## src/rtl/vending_controller.sv

```systemverilog
// Coin vending controller: credit accumulation, single-product vend, dime/nickel change.
// Build option: define CHANGE_RETURN_EN to enable change return and cancel refunds.
module vending_controller #(
  parameter int PRICE    = 7,
  parameter int CREDIT_W = 4
) (
  input  logic                clock,
  input  logic                reset,
  input  logic                nickel,
  input  logic                dime,
  input  logic                quarter,
  input  logic                cancel,
  output logic                product,
  output logic                change_nickel,
  output logic                change_dime,
  output logic                coin_reject,
  output logic                busy,
  output logic [CREDIT_W-1:0] credit
);

  typedef enum logic [1:0] {
    COLLECT = 2'd0,
    VEND    = 2'd1,
    CHANGE  = 2'd2
  } state_t;

  localparam logic [CREDIT_W-1:0] PRICE_C = CREDIT_W'(PRICE);
  localparam logic [CREDIT_W-1:0] V1      = CREDIT_W'(1);
  localparam logic [CREDIT_W-1:0] V2      = CREDIT_W'(2);
  localparam logic [CREDIT_W-1:0] V5      = CREDIT_W'(5);

  state_t                state_q, state_d;
  logic [CREDIT_W-1:0]   credit_q, credit_d;
  logic                  reject_q, reject_d;
  logic                  any_coin, coin_ok;
  logic [CREDIT_W-1:0]   coin_val, sum;

`ifdef CHANGE_RETURN_EN
  logic [CREDIT_W-1:0]   excess_q, excess_d;
`else
  logic                  unused_cancel;
  assign unused_cancel = cancel;
`endif

  // Exactly one coin line high is a valid insertion
  assign any_coin = nickel | dime | quarter;
  assign coin_ok  = (nickel ^ dime ^ quarter) & ~(nickel & dime & quarter);
  assign coin_val = nickel ? V1 : (dime ? V2 : V5);
  assign sum      = credit_q + coin_val;

  always_ff @(posedge clock or posedge reset) begin
    if (reset) begin
      state_q  <= COLLECT;
      credit_q <= '0;
      reject_q <= 1'b0;
`ifdef CHANGE_RETURN_EN
      excess_q <= '0;
`endif
    end else begin
      state_q  <= state_d;
      credit_q <= credit_d;
      reject_q <= reject_d;
`ifdef CHANGE_RETURN_EN
      excess_q <= excess_d;
`endif
    end
  end

  always_comb begin
    state_d  = state_q;
    credit_d = credit_q;
    reject_d = 1'b0;
`ifdef CHANGE_RETURN_EN
    excess_d = excess_q;
`endif
    unique case (state_q)
      COLLECT: begin
`ifdef CHANGE_RETURN_EN
        if (cancel) begin
          reject_d = any_coin;
          if (credit_q != '0) begin
            excess_d = credit_q;
            credit_d = '0;
            state_d  = CHANGE;
          end
        end else
`endif
        if (any_coin) begin
          if (!coin_ok) begin
            reject_d = 1'b1;
          end else if (sum < PRICE_C) begin
            credit_d = sum;
          end else begin
`ifdef CHANGE_RETURN_EN
            excess_d = sum - PRICE_C;
`endif
            credit_d = '0;
            state_d  = VEND;
          end
        end
      end
      VEND: begin
        reject_d = any_coin;
`ifdef CHANGE_RETURN_EN
        state_d  = (excess_q != '0) ? CHANGE : COLLECT;
`else
        state_d  = COLLECT;
`endif
      end
`ifdef CHANGE_RETURN_EN
      CHANGE: begin
        reject_d = any_coin;
        if (excess_q >= V2) excess_d = excess_q - V2;
        else                excess_d = excess_q - V1;
        if (excess_d == '0) state_d = COLLECT;
      end
`endif
      default: state_d = COLLECT;
    endcase
  end

  assign product     = (state_q == VEND);
  assign busy        = (state_q != COLLECT);
  assign credit      = credit_q;
  assign coin_reject = reject_q;

`ifdef CHANGE_RETURN_EN
  assign change_dime   = (state_q == CHANGE) && (excess_q >= V2);
  assign change_nickel = (state_q == CHANGE) && (excess_q < V2);
`else
  assign change_dime   = 1'b0;
  assign change_nickel = 1'b0;
`endif

endmodule

```

## config.mk

```make
export PLATFORM = sky130hd
export DESIGN_NAME = vending_controller
export DESIGN_NICKNAME = d
export VERILOG_FILES = /design/src/rtl/vending_controller.sv
export SDC_FILE = /design/constraint.sdc
export NUM_CORES = 1
export LEC_CHECK = 0
export CAP_MARGIN = 20
export CORE_AREA = 3 3 40 42
export DETAILED_ROUTE_END_ITERATION = 12
export DIE_AREA = 0 0 43 45
export GPL_TIMING_DRIVEN = 1
export PLACE_DENSITY = 0.68
export SLEW_MARGIN = 30
export SYNTH_ARGS = -nofsm -noshare
export SYNTH_HDL_FRONTEND = slang
export SYNTH_SLANG_ARGS = --single-unit
```

## constraint.sdc

```tcl
create_clock -name clock -period 4.7 [get_ports clock]
set_input_delay 0.705 -clock clock [delete_from_list [all_inputs] [get_ports clock]]
set_output_delay 0.705 -clock clock [all_outputs]
set_load 0.02 [all_outputs]
```

==> reports/metrics.csv <==
metric;value;unit
outcome;finished, final reports clean;
DRC viols;0;
initial drt markers;0;
I/O Pins;15;
Unique masters post-synth;22;
Syn-to-layout area delta;26.0;%
Net Sw Power;0.125;mW
required time of the worst setup path;4.83;ns
CP endpoint kind;flip-flop;
share of the clock period used by the worst path;59.0;%
Starting Density;39.7;%
Hold Path Stages;2;
postcts setup bufs;0;
share of cells above drive strength 1;15.3;%
CTS resizes;0;
hpwl dp;725;um
Max FO, Critical Path;4;
Filler Cell Count;128;
Crit path arrival time;2.91;ns
Final Worst Setup Slack;1.93;ns
H-tree levels;1;
YS warnings;0;
final slew viol count;0;
top-area cell type share of the netlist area;29.4;%
achievable clock frequency;0.360;GHz
drt wl/cell;11.4;um
Most Frequent Cell on Critical Path;ha_1;
crit path kind;in -> reg;
Mapped Area;510;um^2
Yosys reg bits;6;
peak supply drop;0.272;mV
Reg-to-Reg Start;credit[0]$_DFFE_PP0P_;
cell family with most CP delay;adder cells;
vias in the first global route;356;
post-layout util;50.0;%
Seq pwr share;26.2;%
FF+latch area;150;um^2
cell taking the most area after synthesis;dfrtp_1;
crit path launch type;input port;
Leak;0.300;nW
Gate power share;59.7;%
Final Hold Viols;0;
top post-synthesis cells by count;inv_1, dfrtp_1, ha_1;
setup TNS;0;ns
critical path launch point;dime;
Detail Route Antenna Nets;0;
prevailing post-synth register cell;dfrtp_1;
Clk network pwr share;14.1;%
first drt pass iteration count;1;
DP Worst Slack;1.65;ns
Worst-Skew Late Latency;0.24;ns
Buf+Inv Stages, Crit Path;2;
Final Wtd Congestion;0.768;
antenna violations before repair;0;
Max Root-Sink Buffers;2;
delay of the slowest critical-path stage;0.56;ns
EDFF count, synth;0;
largest net degree at the start of global routing;7;
Horiz. Die Dim;43;um
Num CTS Buffers;3;
count leader, synth;inv_1;
Async SR Flop Fraction;100;%
critical path depth;8;
Net Sw Frac;39.4;%
Die ar.;1940;um^2
maxcap violations;0;
Vias/cell;4.66;
GRT Overall Usage;11.2;%
CTS tree;built;
WL final;840;um
root buffer cell;clkbuf_4;
min Tclk post-route;2.77;ns
pwr/cell area;493;nW/um^2
Internal Power;0.192;mW
# clock sinks;6;
first-pass GRT wire length;1.55;mm
Clock Skew;0.000956;ns
n_diodes;0;
footprint of the multi-input gates;312;um^2
Port Buffer Count;11;
routed vias;345;
FF-to-FF path depth;5;
Die Y;45;um
Mapped Cells;47;
register area share after synthesis;29.4;%
Hold Startpoint;credit[2]$_DFFE_PP0P_;
Rows;13;
grt total ovfl;0;
critical path cell sequence;clkdlybuf4s50_1, ha_1, inv_1, ha_1, fa_1, xnor2_2, o221ai_2, o32ai_1;
final setup fails;0;
Hold-fix buffers, CTS;0;
Hold WC Path Type;reg -> reg;
Final #Nets;75;
Synth Area per Inst;10.9;um^2
Slowest-stage cell, CP;clkdlybuf4s50_1;
RSZ-0062 raised after global routing;no;
clk slew on worst S/H paths;0.04;ns
power consumption;0.317;mW
most area-consuming cells after synthesis;dfrtp_1, ha_1, fa_1;
area of the core;1280;um^2
-- routing by layer --
layer | vias to the layer above | GRT usage [%] | routed length (um)
li1 | 181 | - | -
met1 | 154 | 14.6 | 382
met2 | 8 | 15.9 | 415
met3 | 2 | 2.39 | 21
met4 | 0 | 9.04 | 20
met5 | - | 0 | 0
-- worst paths after layout --
path                                              end  slack, ns
worst max-delay path            credit[1]$_DFFE_PP0P_       1.93
worst min-delay path            credit[2]$_DFFE_PP0P_       0.56
worst max register to register  credit[1]$_DFFE_PP0P_       2.84
worst min register to register  credit[2]$_DFFE_PP0P_       0.56
max in group asynchronous       credit[2]$_DFFE_PP0P_       3.85
min in group asynchronous       credit[0]$_DFFE_PP0P_       0.67
-- sequential cells by signal (all words and copies together), names as in the netlist --
| name | count |
|---|---|
| credit | 4 |
| state_q | 1 |
| coin_reject | 1 |
-- cells in the final DEF (no fill, tap or decap), types with 2 or more instances in the layout --
cell type / n
clkbuf_4: 3
clkdlybuf4s50_1: 11
conb_1: 2
dfrtp_1: 6
fa_1: 2
ha_1: 6
inv_1: 8
nand2_1: 2
nand2b_1: 3
nand4_1: 2
o32ai_1: 2
-- cells by family (layout without fill, tap and decap cells) --
group | Yosys count | count (layout) | synth area share (%)
buffers and inverters | 11 | 22 | 10.3
flip-flops | 6 | 6 | 29.4
multiplexers | 1 | 1 | 2.21
XOR/XNOR | 1 | 1 | 3.19
AO/OA/AOI/OAI | 8 | 8 | 15.9
adder cells (fa/ha/maj) | 8 | 8 | 22.5
AND/OR/NAND/NOR | 11 | 11 | 15.7
other | 1 | 2 | 0.735
-- worst min-delay path, stage by stage, from the launching register on --
cell,delay (ns)
dfrtp_1,0.37
inv_1,0.06
o32ai_2,0.08
-- cell type report --
class	instances	share of cell area, %
Clock buffer	3	3.50
Inverter	8	4.67
Multi-Input combinational cell	31	48.4
Sequential cell	6	23.3
Tap cell	15	2.92
Timing Repair Buffer	11	17.1
-- through the flow --
step	hold WS (ns)	area (um^2)	std cells
after CTS	0.568	643	74
after detailed placement	0.558	621	71
after global placement	0.554	621	71
after global routing	0.607	643	74
final	0.556	643	74
after floorplan	0.496	514	48
-- power by group through the flow --
stage | Clock (mW) | Combinational [mW] | Sequential [mW]
2_1_floorplan | 0 | 0.119 | 0.101
5_1_grt | 0.0499 | 0.209 | 0.0869
3_5_place_dp | 0 | 0.191 | 0.0838
6_report | 0.0449 | 0.189 | 0.0831
3_3_place_gp | 0 | 0.190 | 0.0835
4_1_cts | 0.0476 | 0.193 | 0.0834
Note: power is estimated with default switching activity, not from simulation.
